### src/rtl/fft_radix2_unload.sv
// -----------------------------------------------------------------------------
// fft_radix2_unload
//
// Purpose:
//   Consumer end of the 16-point radix-2 FFT parallel result bus. Takes one
//   complete 16-sample complex frame (flattened real/imag buses) in a single
//   valid/ready transfer. It then presents that frame one sample per beat on a
//   serial valid/ready stream for downstream logic such as a UART, a DMA engine
//   or a magnitude calculator.
//
// Configuration macro:
//   FFT_UNLOAD_BITREV_EN
//     Defined   : the buffer is read at bitrev4(cnt). The FFT's bit-reversed
//                 output order therefore comes out in natural bin order.
//     Undefined : the buffer is read at cnt. Samples pass through in capture
//                 order, and no reorder logic is built.
//   Handshake, timing and latency are identical in both builds.
//
// Parameters:
//   WIDTH  bits per real/imag component (two's complement, copied bit-exact)
//   N      frame length; only 16 is supported (the index is 4 bits wide)
//
// Ports:
//   clk        in   1         rising-edge clock
//   rst        in   1         synchronous, active-high reset
//   in_valid   in   1         frame on in_real/in_imag is valid
//   in_ready   out  1         block can capture a frame this cycle
//   in_real    in   WIDTH*16  frame real parts, sample j at [j*WIDTH +: WIDTH]
//   in_imag    in   WIDTH*16  frame imag parts, same packing
//   out_valid  out  1         out_* holds a valid sample
//   out_ready  in   1         downstream accepts the sample this cycle
//   out_real   out  WIDTH     sample real part
//   out_imag   out  WIDTH     sample imag part
//   out_index  out  4         frequency bin index of the presented sample
//   out_last   out  1         high with out_valid on the 16th sample of a frame
//   busy       out  1         high while streaming (state STREAM)
//
// Handshake rules (both interfaces):
//   A transfer happens on a rising edge where valid and ready are both high.
//   While valid is high and ready is low, the producer holds its data stable.
//   in_ready depends combinationally on out_ready. This lets a new frame load
//   on the same edge that the last sample of the current frame leaves, so the
//   output stream has no bubble between frames.
// -----------------------------------------------------------------------------
module fft_radix2_unload #(
  parameter int WIDTH = 16,
  parameter int N     = 16
) (
  input  logic                clk,
  input  logic                rst,
  input  logic                in_valid,
  output logic                in_ready,
  input  logic [WIDTH*16-1:0] in_real,
  input  logic [WIDTH*16-1:0] in_imag,
  output logic                out_valid,
  input  logic                out_ready,
  output logic [WIDTH-1:0]    out_real,
  output logic [WIDTH-1:0]    out_imag,
  output logic [3:0]          out_index,
  output logic                out_last,
  output logic                busy
);

  // The 4-bit sample counter and the bit-reversal both assume 16 samples.
  generate
    if (N != 16) begin : g_bad_frame_len
      $error("fft_radix2_unload: N must be 16");
    end
  endgenerate

  typedef enum logic {
    ST_IDLE   = 1'b0,
    ST_STREAM = 1'b1
  } state_t;

  state_t           state_q, state_d;
  logic [3:0]       cnt_q, cnt_d;
  logic [WIDTH-1:0] re_q [16];
  logic [WIDTH-1:0] im_q [16];

  logic             last_beat;
  logic             load;
  logic [3:0]       rd_idx;

  assign last_beat = (cnt_q == 4'd15);

  // A frame can be taken when the block is idle. It can also be taken when
  // the final sample of the current frame is leaving on this edge.
  assign in_ready = (state_q == ST_IDLE) |
                    ((state_q == ST_STREAM) & last_beat & out_ready);

  assign load = in_valid & in_ready;

  // Next-state and counter logic.
  always_comb begin
    state_d = state_q;
    cnt_d   = cnt_q;
    if (load) begin
      // Takes priority over the end-of-frame return to IDLE. A frame loaded
      // on the last beat continues streaming from sample 0.
      state_d = ST_STREAM;
      cnt_d   = 4'd0;
    end else if ((state_q == ST_STREAM) && out_ready) begin
      cnt_d = cnt_q + 4'd1;  // wraps 15 -> 0
      if (last_beat) begin
        state_d = ST_IDLE;
      end
    end
  end

  always_ff @(posedge clk) begin
    if (rst) begin
      state_q <= ST_IDLE;
      cnt_q   <= 4'd0;
      for (int i = 0; i < 16; i++) begin
        re_q[i] <= '0;
        im_q[i] <= '0;
      end
    end else begin
      state_q <= state_d;
      cnt_q   <= cnt_d;
      if (load) begin
        for (int i = 0; i < 16; i++) begin
          re_q[i] <= in_real[i*WIDTH +: WIDTH];
          im_q[i] <= in_imag[i*WIDTH +: WIDTH];
        end
      end
    end
  end

`ifdef FFT_UNLOAD_BITREV_EN
  // The FFT delivers bin k at position bitrev4(k). Reading through the
  // reversed counter presents bins in natural order.
  assign rd_idx = {cnt_q[0], cnt_q[1], cnt_q[2], cnt_q[3]};
`else
  assign rd_idx = cnt_q;
`endif

  // Outputs decode only registered state, counter and buffer. They are
  // therefore stable through any out_ready stall. In IDLE they are forced
  // to zero.
  always_comb begin
    out_valid = 1'b0;
    busy      = 1'b0;
    out_last  = 1'b0;
    out_index = 4'd0;
    out_real  = '0;
    out_imag  = '0;
    if (state_q == ST_STREAM) begin
      out_valid = 1'b1;
      busy      = 1'b1;
      out_last  = last_beat;
      out_index = cnt_q;
      out_real  = re_q[rd_idx];
      out_imag  = im_q[rd_idx];
    end
  end

endmodule

### config.mk
export PLATFORM = sky130hd
export DESIGN_NAME = fft_radix2_unload
export DESIGN_NICKNAME = d
export VERILOG_FILES = /design/src/rtl/fft_radix2_unload.sv
export SDC_FILE = /design/constraint.sdc
export NUM_CORES = 1
export LEC_CHECK = 0
export ABC_CLOCK_PERIOD_IN_PS = 25300
export CELL_PAD_IN_SITES_DETAIL_PLACEMENT = 1
export CELL_PAD_IN_SITES_GLOBAL_PLACEMENT = 1
export CORE_MARGIN = 4
export CORE_UTILIZATION = 44
export DETAILED_ROUTE_END_ITERATION = 8
export GPL_TIMING_DRIVEN = 1
export PLACE_DENSITY_LB_ADDON = 0.1
export REMOVE_ABC_BUFFERS = 1
export SYNTH_ARGS = -nofsm -noshare
export SYNTH_HDL_FRONTEND = slang
export SYNTH_SLANG_ARGS = --single-unit
export TNS_END_PERCENT = 100
### constraint.sdc
create_clock -name clk -period 25.3 [get_ports clk]
set_clock_uncertainty 0.2 [all_clocks]
set_input_delay 3.795 -clock clk [delete_from_list [all_inputs] [get_ports clk]]
set_output_delay 3.795 -clock clk [all_outputs]
set_load 0.005 [all_outputs]
==> impl_metrics.csv <==
group,metric,value,unit
global_routing,grt_pass1_vias,16900,
drt,vias,15400,
synthesis,yosysWarnings,0,
sta,period_needed,9.43,ns
global_routing,antenna_found_initial,50,
sta,slew_headroom,27.9,%
place,pre_cts_ws,16.15,ns
die,initial_utilization,44.8,%
synthesis,ys_ff_latch,521,
synthesis,synthDominantCellAreaShare,64.8,%
synthesis,synth.distinct_cells,32,
clock_network,path_clk_slew,0.06,ns
finish,drive_gt1_share,5.48,%
finish,fin_util,59.4,%
outcome,status,"complete, no violations",
drt,drtIter0Drc,884,
clock_network,cts_hold_buf,0,
place,place_congestion,0.799,
clock_network,root_buffer,"clkbuf_16",
critical_path,r2r_end,"im_q[6][15]",
critical_path,critical-path-top-delay-family,"buffers and inverters",
die,dieArea,57700,sq um
die,rows,84,
critical_path,arrival,5.44,ns
flow_run,max_cap_violations,0,
synthesis,synthCells,1633,
finish,synthToLayoutAreaGrowth,32.6,%
synthesis,synth_area,23700,sq um
sta,final-hold-violation-count,0,
synthesis,seq_area_frac_synth,65.6,%
synthesis,synth_area_leader_cell,"edfxtp_1",
clock_network,htreeDepth,2,
place,post_dp_cell_area,29600,sq um
place,dp_hpwl,48400,um
critical_path,timing.rr.start,"cnt_q[0]",
pwr,p_leak,11.2,nW
finish,num-nets-final,2662,
clock_network,clk_path_buf_depth,3,
critical_path,critPathSlowestCell,"buf_4",
drt,routed_wirelength,72500,um
critical_path,critPathKind,"flop to output port",
sta,tightest_slew,1.08,ns
global_routing,grt_max_degree,172,
critical_path,worstRegToRegCells,6,
critical_path,end_kind,"output port",
sta,rsz0062_at_grt,"no",
critical_path,crit_path_start_kind,"flop",
global_routing,grt_pass1_wl,104000,um
synthesis,syn_area_per_cell,14.5,sq um
drt,drt_pass1_iterations,5,
clock_network,cts_tree,"built",
critical_path,path_depth,8,
critical_path,cp_slowest_stage_delay,0.88,ns
place,port-buffer-count,555,
critical_path,r2r_setup_slack,21.32,ns
global_routing,gr-usage-all-layers,24.4,%
critical_path,crit_chain,"buf_4 > buf_4 > buf_4 > mux4_1 > nand2b_1 > nand3_1 > o21ai_0 > clkdlybuf4s50_1",
critical_path,critical_path_buf_inv_count,4,
clock_network,post_cts_buffers,0,
critical_path,crit_top_cell,"buf_4",
finish,final_design_area_no_fill,31500,sq um
sta,maxSlewViolCount,0,
sta,max_freq,106,MHz
sta,finalWorstSetupSlack,15.87,ns
sta,fin_crit_sh,37.3,%
die,die_h,240,um
critical_path,cp_max_fo,58,
clock_network,cts.sinks,521,
clock_network,cts_resized,0,
clock_network,worstSkewPairLatency,0.59,ns
drt,routedWlPerCell,25.0,um
critical_path,endpoint,"out_imag[0]",
clock_network,cts_made_buffers,56,
synthesis,ys_top_cells_by_area,"edfxtp_1, mux2i_1, and2_1",
drt,viasPerCell,5.31,
die,io_pins,556,
drt,antenna_left,0,
pwr,power_density,65.6,nW/um^2
worst_hold_path,min_path_type,"flop to flop",
global_routing,overflow,0,
sta,setup_viol,0,
drt,drc,0,
sta,fin_setup_tns,0,ns
pwr,ir_worst_vdd,0.0615,mV
critical_path,crit_required,21.30,ns
die,core_area,53000,sq um
die,die_w,240,um
==> synthesized netlist by cell type <==
cell and count:
dfxtp_1 9, o211ai_1 4, nand2_1 36, mux4_2 11, a22oi_1 99, buf_4 1, o21ai_0 26, clkbuf_1 41
buf_1 7, ha_1 1, nand3_1 31, nand4_1 1, nor2_1 7, buf_12 4, nor2b_1 195, xnor2_1 1
a21o_1 1, a221oi_1 4, and2_1 325, and3_1 1, and3b_1 1, nand2b_1 17, clkbuf_2 32, xor2_1 2
edfxtp_1 512, o21ai_1 6, buf_8 5, buf_2 14, mux4_1 14, mux2i_1 206, buf_6 17, a21oi_1 2
==> registers in the layout, indices dropped and copies added (netlist names), named ones only <==
register	count
im_q	256
re_q	256
cnt_q	4
state_q	1
==> report_power, final <==
group          internal [mW]  switching [mW]
clock                  0.480           0.335
combinational          0.121          0.0860
sequential              1.02          0.0188
==> routing by layer <==
layer	track usage, %	part of all wire (%)	vias to the layer above
li1	-	-	7032
met1	28.3	38	7735
met2	42.4	51	453
met3	8.24	7.8	153
met4	8.27	2.7	56
met5	0	0.48	-
==> metrics by stage <==
step / hold WS (ns) / std cells / power [mW]
final: 0.380 / 2903 / 2.06
after global routing: 0.426 / 2892 / 2.14
after global placement: 0.314 / 2775 / 1.26
after floorplan: 0.276 / 1512 / 1.17
after detailed placement: 0.347 / 2775 / 1.27
after CTS: 0.387 / 2877 / 2.08
==> how the worst min path moves through the flow <==
stage / startpoint / to / slack, ns / cells past startpoint
6_report: cnt_q[1] / flop / 0.38 / 2
5_1_grt: cnt_q[1] / flop / 0.43 / 2
4_1_cts: cnt_q[1] / flop / 0.39 / 2
3_5_place_dp: cnt_q[1] / flop / 0.35 / 2
3_3_place_gp: cnt_q[1] / flop / 0.31 / 2
2_1_floorplan: cnt_q[1] / flop / 0.28 / 2
==> worst reg2reg max path, stage by stage, from the launching register on <==
cell,delay [ns]
dfxtp_1,0.42
ha_1,0.23
nand4_1,0.12
nand2_1,0.16
a21o_4,0.57
buf_12,0.79
buf_4,1.01
==> layout by cell type, fill, tap and decap left out, types with 17 or more instances in the layout <==
cell	instances
nand3_1	31
clkinv_1	17
o21ai_0	26
clkbuf_16	57
nand2_1	35
clkdlybuf4s50_1	554
and2_1	324
buf_4	19
nand2b_1	17
a22oi_1	99
mux2i_1	206
nor2b_1	192
diode_2	26
edfxtp_1	512
==> layout make-up <==
class,count,area [sq um]
Antenna cell,26,65.1
Clock buffer,65,1460
Clock inverter,37,349
Fill cell,5116,21500
Multi-Input combinational cell,991,7440
Sequential cell,521,15600
Tap cell,688,861
Timing Repair Buffer,575,5720
==> cells by family after synthesis <==
| kind of cell | after synthesis | synth area share, % |
|---|---|---|
| AO/OA/AOI/OAI | 142 | 4.16 |
| XOR/XNOR | 3 | 0.111 |
| adder cells (fa/ha/maj) | 1 | 0.0527 |
| buffers and inverters | 121 | 3.22 |
| flip-flops | 521 | 65.6 |
| multiplexers | 231 | 11.3 |
| AND/OR/NAND/NOR | 614 | 15.6 |
Power figures use the tool's default switching activity.
